===== src/rtl/pipe_stage_skid_pkg.sv =====
// Shared definitions for the pipeline stage register banks: stage states,
// default geometry, and state-decode helpers used by every stage instance.
package pipe_pkg;

  localparam int PIPE_WIDTH = 64;
  localparam int PIPE_NCH   = 3;
  localparam int PIPE_CNT_W = 16;

  typedef enum logic [1:0] {
    EMPTY = 2'd0,
    ONE   = 2'd1,
    TWO   = 2'd2
  } pipe_state_e;

  // Handshake flags are decoded from the state the stage will be in next,
  // so the top can register them alongside the state itself.
  function automatic logic state_has_data(input pipe_state_e s);
    return (s != EMPTY);
  endfunction

  function automatic logic state_has_room(input pipe_state_e s);
    return (s != TWO);
  endfunction

endpackage


===== src/rtl/pipe_stage_skid_bank_reg.sv =====
// NCH x WIDTH register bank with load enable and synchronous clear.
// Each channel is an independent bit lane; no arithmetic on the data.
module pipe_bank_reg #(
  parameter int WIDTH = 64,
  parameter int NCH   = 3
) (
  input  logic                      clk,
  input  logic                      reset,
  input  logic                      clr,
  input  logic                      en,
  input  logic [NCH-1:0][WIDTH-1:0] d,
  output logic [NCH-1:0][WIDTH-1:0] q
);

  for (genvar c = 0; c < NCH; c++) begin : g_lane
    always_ff @(posedge clk) begin
      if (reset || clr) begin
        q[c] <= '0;
      end else if (en) begin
        q[c] <= d[c];
      end
    end
  end

endmodule


===== src/rtl/pipe_stage_skid.sv =====
// Pipeline stage with valid/ready handshake, 2-entry skid buffer and sync flush.
// Optional statistics counters are enabled by defining PIPE_STAGE_STATS_EN.
module pipe_stage_skid
  import pipe_pkg::*;
#(
  parameter int WIDTH = PIPE_WIDTH,
  parameter int NCH   = PIPE_NCH
`ifdef PIPE_STAGE_STATS_EN
  ,
  parameter int CNT_W = PIPE_CNT_W
`endif
) (
  input  logic                      clk,
  input  logic                      reset,
  input  logic                      flush,
  input  logic                      in_valid,
  output logic                      in_ready,
  input  logic [NCH-1:0][WIDTH-1:0] din,
  output logic                      out_valid,
  input  logic                      out_ready,
  output logic [NCH-1:0][WIDTH-1:0] dout
`ifdef PIPE_STAGE_STATS_EN
  ,
  output logic [CNT_W-1:0]          stall_cnt,
  output logic [CNT_W-1:0]          flush_cnt
`endif
);

  pipe_state_e               state;
  pipe_state_e               state_next;
  logic                      accept;
  logic                      take;
  logic                      main_en;
  logic                      main_from_skid;
  logic                      skid_en;
  logic [NCH-1:0][WIDTH-1:0] main_d;
  logic [NCH-1:0][WIDTH-1:0] skid_q;

  assign accept = in_valid & in_ready;
  assign take   = out_valid & out_ready;

  // The main register always holds the oldest entry; the skid only fills when
  // a new entry arrives while the main one is still waiting downstream.
  always_comb begin
    state_next     = state;
    main_en        = 1'b0;
    main_from_skid = 1'b0;
    skid_en        = 1'b0;
    case (state)
      EMPTY: begin
        if (accept) begin
          state_next = ONE;
          main_en    = 1'b1;
        end
      end
      ONE: begin
        if (accept && take) begin
          main_en = 1'b1;
        end else if (accept) begin
          state_next = TWO;
          skid_en    = 1'b1;
        end else if (take) begin
          state_next = EMPTY;
        end
      end
      TWO: begin
        if (take) begin
          state_next     = ONE;
          main_en        = 1'b1;
          main_from_skid = 1'b1;
        end
      end
      default: begin
        state_next = EMPTY;
      end
    endcase
  end

  assign main_d = main_from_skid ? skid_q : din;

  always_ff @(posedge clk) begin
    if (reset || flush) begin
      state     <= EMPTY;
      out_valid <= 1'b0;
      in_ready  <= 1'b1;
    end else begin
      state     <= state_next;
      out_valid <= state_has_data(state_next);
      in_ready  <= state_has_room(state_next);
    end
  end

  pipe_bank_reg #(
    .WIDTH(WIDTH),
    .NCH  (NCH)
  ) u_main (
    .clk  (clk),
    .reset(reset),
    .clr  (flush),
    .en   (main_en),
    .d    (main_d),
    .q    (dout)
  );

  pipe_bank_reg #(
    .WIDTH(WIDTH),
    .NCH  (NCH)
  ) u_skid (
    .clk  (clk),
    .reset(reset),
    .clr  (flush),
    .en   (skid_en),
    .d    (din),
    .q    (skid_q)
  );

`ifdef PIPE_STAGE_STATS_EN
  // Saturating counters; flush inserts a bubble but keeps the history.
  always_ff @(posedge clk) begin
    if (reset) begin
      stall_cnt <= '0;
      flush_cnt <= '0;
    end else begin
      if (out_valid && !out_ready && (stall_cnt != '1)) begin
        stall_cnt <= stall_cnt + CNT_W'(1);
      end
      if (flush && (flush_cnt != '1)) begin
        flush_cnt <= flush_cnt + CNT_W'(1);
      end
    end
  end
`endif

endmodule

===== config.mk =====
export PLATFORM = sky130hd
export DESIGN_NAME = pipe_stage_skid
export DESIGN_NICKNAME = d
export VERILOG_FILES = /design/src/rtl/pipe_stage_skid_pkg.sv /design/src/rtl/pipe_stage_skid_bank_reg.sv /design/src/rtl/pipe_stage_skid.sv
export SDC_FILE = /design/constraint.sdc
export NUM_CORES = 1
export LEC_CHECK = 0
export CAP_MARGIN = 20
export CORE_MARGIN = 4
export CORE_UTILIZATION = 28
export CTS_BUF_LIST = sky130_fd_sc_hd__clkbuf_8
export CTS_CLUSTER_DIAMETER = 40
export DETAILED_ROUTE_END_ITERATION = 7
export PLACE_DENSITY = 0.61
export SETUP_SLACK_MARGIN = 0.4
export SYNTH_ARGS = -nofsm -noshare
export SYNTH_HDL_FRONTEND = slang
export SYNTH_SLANG_ARGS = --single-unit

===== constraint.sdc =====
create_clock -name clk -period 2.39 [get_ports clk]
set_input_delay 0.3585 -clock clk [delete_from_list [all_inputs] [get_ports clk]]
set_output_delay 0.3585 -clock clk [all_outputs]
set_load 0.01 [all_outputs]

After elaboration in Yosys (flattened, before gate mapping)
Cells that the tools add are included.
Storage, ports and cells
  word-level logic and storage cells: 32
  bits in registers: 388
Operators by class
  muxes and demuxes: 14
  bitwise logic cells: 2
  eq/ne operators: 3
  reduce and logical (&&, ||, !) cells: 4
Operator list (count)
  $mux W192: 1
  $mux W2: 5
  $mux W1: 6
  $pmux W2 S3: 1
  $pmux W1 S3: 1
  $and A1 B1 Y1: 2
  $eq A2 B1 Y1 const B: 1
  $eq A2 B2 Y1 const B: 1
  $logic_not A2 Y1: 1
  $ne A2 B2 Y1 const B: 1
  $reduce_bool A2 Y1: 1
  $logic_and A1 B1 Y1: 1
  $logic_or A1 B1 Y1: 1

Logic depth before layout (Yosys ltp)
  depth in word-level cells: 6
  gate-level depth with buffers: 6
  mapped depth without buffers: 3

By module
From an unflattened synthesis, not the netlist that was laid out.
Unflattened totals
  cells, all modules: 1480
  area, all modules: 17157.7 sq um
By module, submodules not included
  pipe_bank_reg: area each 6961.7 sq um, sequential area each 3843.7 sq um, instances 2, cells each 621
  pipe_stage_skid: area each 3234.4 sq um, sequential area each 80.1 sq um, instances 1, cells each 238

Least setup slack after synthesis
OpenSTA, ideal clock, no wires.
  kind: reg-to-reg
  start: register out_valid
  end: register state[0]
  clock period less this slack: 1.473 ns
  slack: 0.917 ns
  arrival: 1.398 ns
  stages on the path, launching flop included: 7
  setup time: 0.074 ns
  required time: 2.316 ns
  path through: dfxtp_1 > a21boi_4 > buf_6 > buf_2 > buf_4 > or2_2 > a31oi_1
On the way
  cells in the longest elaborated chain, start to end: 5
  elaborated cells between the ends (all ways): 7
  classes of those cells: 5 x mux; 1 x bitwise; 1 x reduce/logical
RTL lines
  start, declared: RTL line pipe_stage_skid.sv:19  | output logic out_valid,
  start signal, assigned: RTL line pipe_stage_skid.sv:88  | out_valid <= state_has_data(state_next);
  $and A1 B1 Y1 (*): RTL line pipe_stage_skid.sv:40  | assign take = out_valid & out_ready;
  $mux W2: RTL line pipe_stage_skid.sv:62  | end else if (take) begin
  $mux W2: RTL line pipe_stage_skid.sv:59  | end else if (accept) begin
  $mux W2: RTL line pipe_stage_skid.sv:57  | if (accept && take) begin
  $pmux W2 S3 (*): RTL line pipe_stage_skid.sv:49  | case (state)
  end signal, assigned: RTL line pipe_stage_skid.sv:87  | state <= state_next;
  end, declared: RTL line pipe_stage_skid.sv:29  | pipe_state_e state;
Every way passes the cells marked *; elsewhere a longest branch is shown, timed or not.
A chain may end at the register's enable or synchronous reset.

Final worst setup path
  start: register out_valid
  end: output port out_valid
No word-level cell between the ends.

==> results_dict.tcl <==
set metrics [dict create \
    status "complete, no violations" \
    grt_pass1_wl_um 83800 \
    grt_pass1_vias 15753 \
    reg2reg_to "u_main.q[78]$_SDFFE_PP0P_" \
    r2r.worst_path.cells 4 \
    clockRootBuffer "clkbuf_8" \
    yosysWarnings 0 \
    slowest_stage "clkdlybuf4s50_1" \
    worst_pin_slew_ns 0.950 \
    first_pass_iters 5 \
    core_area_um2 61700 \
    drive_gt1_share_pct 8.62 \
    track_usage_pct 15.1 \
    syn-cell-area_um2 17500 \
    final.period_utilization_pct 80.9 \
    slew_headroom_pct 36.6 \
    r2r_start "state[0]$_SDFF_PP0_" \
    wirelength_um 52800 \
    cellLeakagePower_nw 9.19 \
    timing_hold_violations_final 0 \
    ir_worst_vdd_v 0.000364 \
    ys_types 21 \
    overflow 0 \
    synth_nets 2350 \
    crit_type "flop to primary output" \
    fin_crit_ns 1.93 \
    drt_iter0_drc 881 \
    grt_start_max_net_pins 191 \
    cts.path.max_buffers 3 \
    avgViaCountPerCell 4.77 \
    min_to "u_skid.q[42]$_SDFFE_PP0P_" \
    fin_util_pct 39.4 \
    io_pins 391 \
    fillCellCount 6194 \
    clock_sinks 388 \
    dp_hpwl_um 36100 \
    setup_tns_ns 0 \
    path_cells "clkdlybuf4s50_1" \
    synth_top_area_cell "dfxtp_1" \
    synthCells 2153 \
    rows 91 \
    yosysMostFrequentCell "dfxtp_1" \
    initial_core_util_pct 28.3 \
    clock_latency_ns 0.64 \
    antenna_found_initial 4 \
    cts.htree.levels 3 \
    worstPathRequired_ns 2.03 \
    synth_top_area_share_pct 44.5 \
    ant_nets 0 \
    fin_skew_ns 0.0229 \
    whs_path_depth 3 \
    dieHeight_um 258 \
    critPathMaxStageDelay_ns 0.56 \
    synthFlopType "dfxtp_1" \
    synth_common_cells "dfxtp_1 (388), nand2_1 (387), o21ai_0 (385), a21oi_1 (194), inv_1 (193)" \
    gp_congestion 0.799 \
    die_w_um 258 \
    cp-end-kind "primary output" \
    place.port_buffers 390 \
    setup_viol 0 \
    die_area_um2 66400 \
    rrSetupSlack_ns 0.49 \
    worst-path-max-fanout 5 \
    wire_per_inst_um 15.5 \
    async_reset_ff_share_pct 0 \
    nNetsFinal 2701 \
    cts_buffers 82 \
    fmax_ghz 0.517 \
    cp.arrival_ns 1.58 \
    cts_hold_buffers 0 \
    cts_tree "done" \
    area_growth_pct 39.1 \
    min_path_type "input pin to flop" \
    yosysSeqAreaShare_pct 44.5 \
    via_count 16238 \
    hp-start "din[42]" \
    clk_pin_slew_ns 0.06 \
    maxCapViolCount 0 \
    crit_buf_inv 1 \
    power.density_nw_per_um2 668 \
    synth-edff-count 0 \
    crit_family "buffers and inverters" \
    synth_area_leaders "dfxtp_1 (44%), o21ai_0 (11%), mux2i_1 (11%)" \
    maxSlewViolCount 0 \
    startpoint_type "flop" \
    syn_area_per_cell_um2 8.11 \
    remaining_drc_errors 0 \
    ys_ff_latch 388 \
    rsz0062_at_grt "yes" \
]
==> metrics by stage <==
stage / area (µm²) / power [mW] / setup WS [ns] / hold WS (ns) / std cells
global route: 24300 / 17.0 / 0.393 / 0.248 / 3401
finish: 24300 / 16.2 / 0.456 / 0.301 / 3404
global placement: 22500 / 8.57 / 0.0994 / 0.439 / 3257
floorplan: 17500 / 7.68 / 0.917 / 0.432 / 2153
detailed placement: 22500 / 8.59 / 0.0375 / 0.445 / 3257
CTS: 24300 / 16.5 / 0.328 / 0.211 / 3401
==> cell usage in the layout (no fill, tap or decap), drive strengths merged <==
| master | instances |
|---|---|
| a21boi | 1 |
| a21oi | 194 |
| a221oi | 1 |
| a31oi | 1 |
| and3 | 1 |
| buf | 88 |
| bufinv | 9 |
| clkbuf | 95 |
| clkdlybuf4s50 | 336 |
| clkinv | 13 |
| clkinvlp | 5 |
| dfxtp | 388 |
| diode | 3 |
| dlygate4sd2 | 49 |
| dlymetal6s2s | 5 |
| inv | 215 |
| mux2i | 192 |
| nand2 | 387 |
| nand3 | 1 |
| nand3b | 1 |
| nand4b | 2 |
| nor2 | 1 |
| o21ai | 385 |
| o31a | 192 |
| or2 | 2 |
==> report_power, final <==
part / internal (mW) / total [mW] / switching (mW) / leakage (nW)
Clock: 4.65 / 7.79 / 3.14 / 0.984
Sequential: 6.61 / 6.70 / 0.0845 / 3.14
Combinational: 0.872 / 1.74 / 0.866 / 5.06
Total: 12.1 / 16.2 / 4.09 / 9.19
==> worst max path at each step <==
stage / startpoint / end / slack (ns) / cells after the start
after floorplan: out_valid$_SDFF_PP0_ / state[0]$_SDFF_PP0_ / 0.92 / 6
after global placement: out_ready / u_main.q[51]$_SDFFE_PP0P_ / 0.1 / 5
after detailed placement: out_ready / u_main.q[57]$_SDFFE_PP0P_ / 0.04 / 5
after CTS: out_valid$_SDFF_PP0_ / out_valid / 0.33 / 1
after global routing: out_valid$_SDFF_PP0_ / out_valid / 0.39 / 1
final: out_valid$_SDFF_PP0_ / out_valid / 0.46 / 1
==> state kept, by name, summed over array words and instances, names as in the netlist <==
register,cells
out_valid,1
in_ready,1
u_skid.q,192
state,2
u_main.q,192
==> final cells by class <==
class	count	area (µm²)	share of cell area [%]
clock inverter	49	512	2.11
multi-input combinational	1361	8070	33.2
inverter	193	724	2.98
tap	837	1050	4.31
antenna	3	7.51	0.0309
timing repair buffer	478	4850	20.0
clock buffer	95	1310	5.38
sequential	388	7770	32.0
==> tightest hold or removal path: cells and delay by family <==
kind	cells	cell delay, ns
buffers and inverters	1	0.41
multiplexers	1	0.06
AND/OR/NAND/NOR	1	0.06
==> metal layers <==
metal | GRT usage, % | vias to the layer above | share of wire, %
met4 | 5.97 | 2 | 2.9
met3 | 3.81 | 106 | 6.2
met1 | 19.1 | 7648 | 44
li1 | - | 8062 | -
met2 | 24.9 | 420 | 47
met5 | 0 | - | 0.023
==> logic make-up (layout without fill, tap and decap cells) <==
family          Yosys count  in the layout  synth area share, %
compound gates          774            774                 26.4
buf+inv                 404            815                 9.40
simple gates            395            395                 8.69
flops                   388            388                 44.5
mux                     192            192                 11.0
other cells               0              3                    0
==> what timing repair did <==
item	4_1_cts	5_1_grt
buffers inserted	0	0
setup endpoints to repair	50	6
gates resized for setup	50	6
Power figures use the tool's default switching activity.
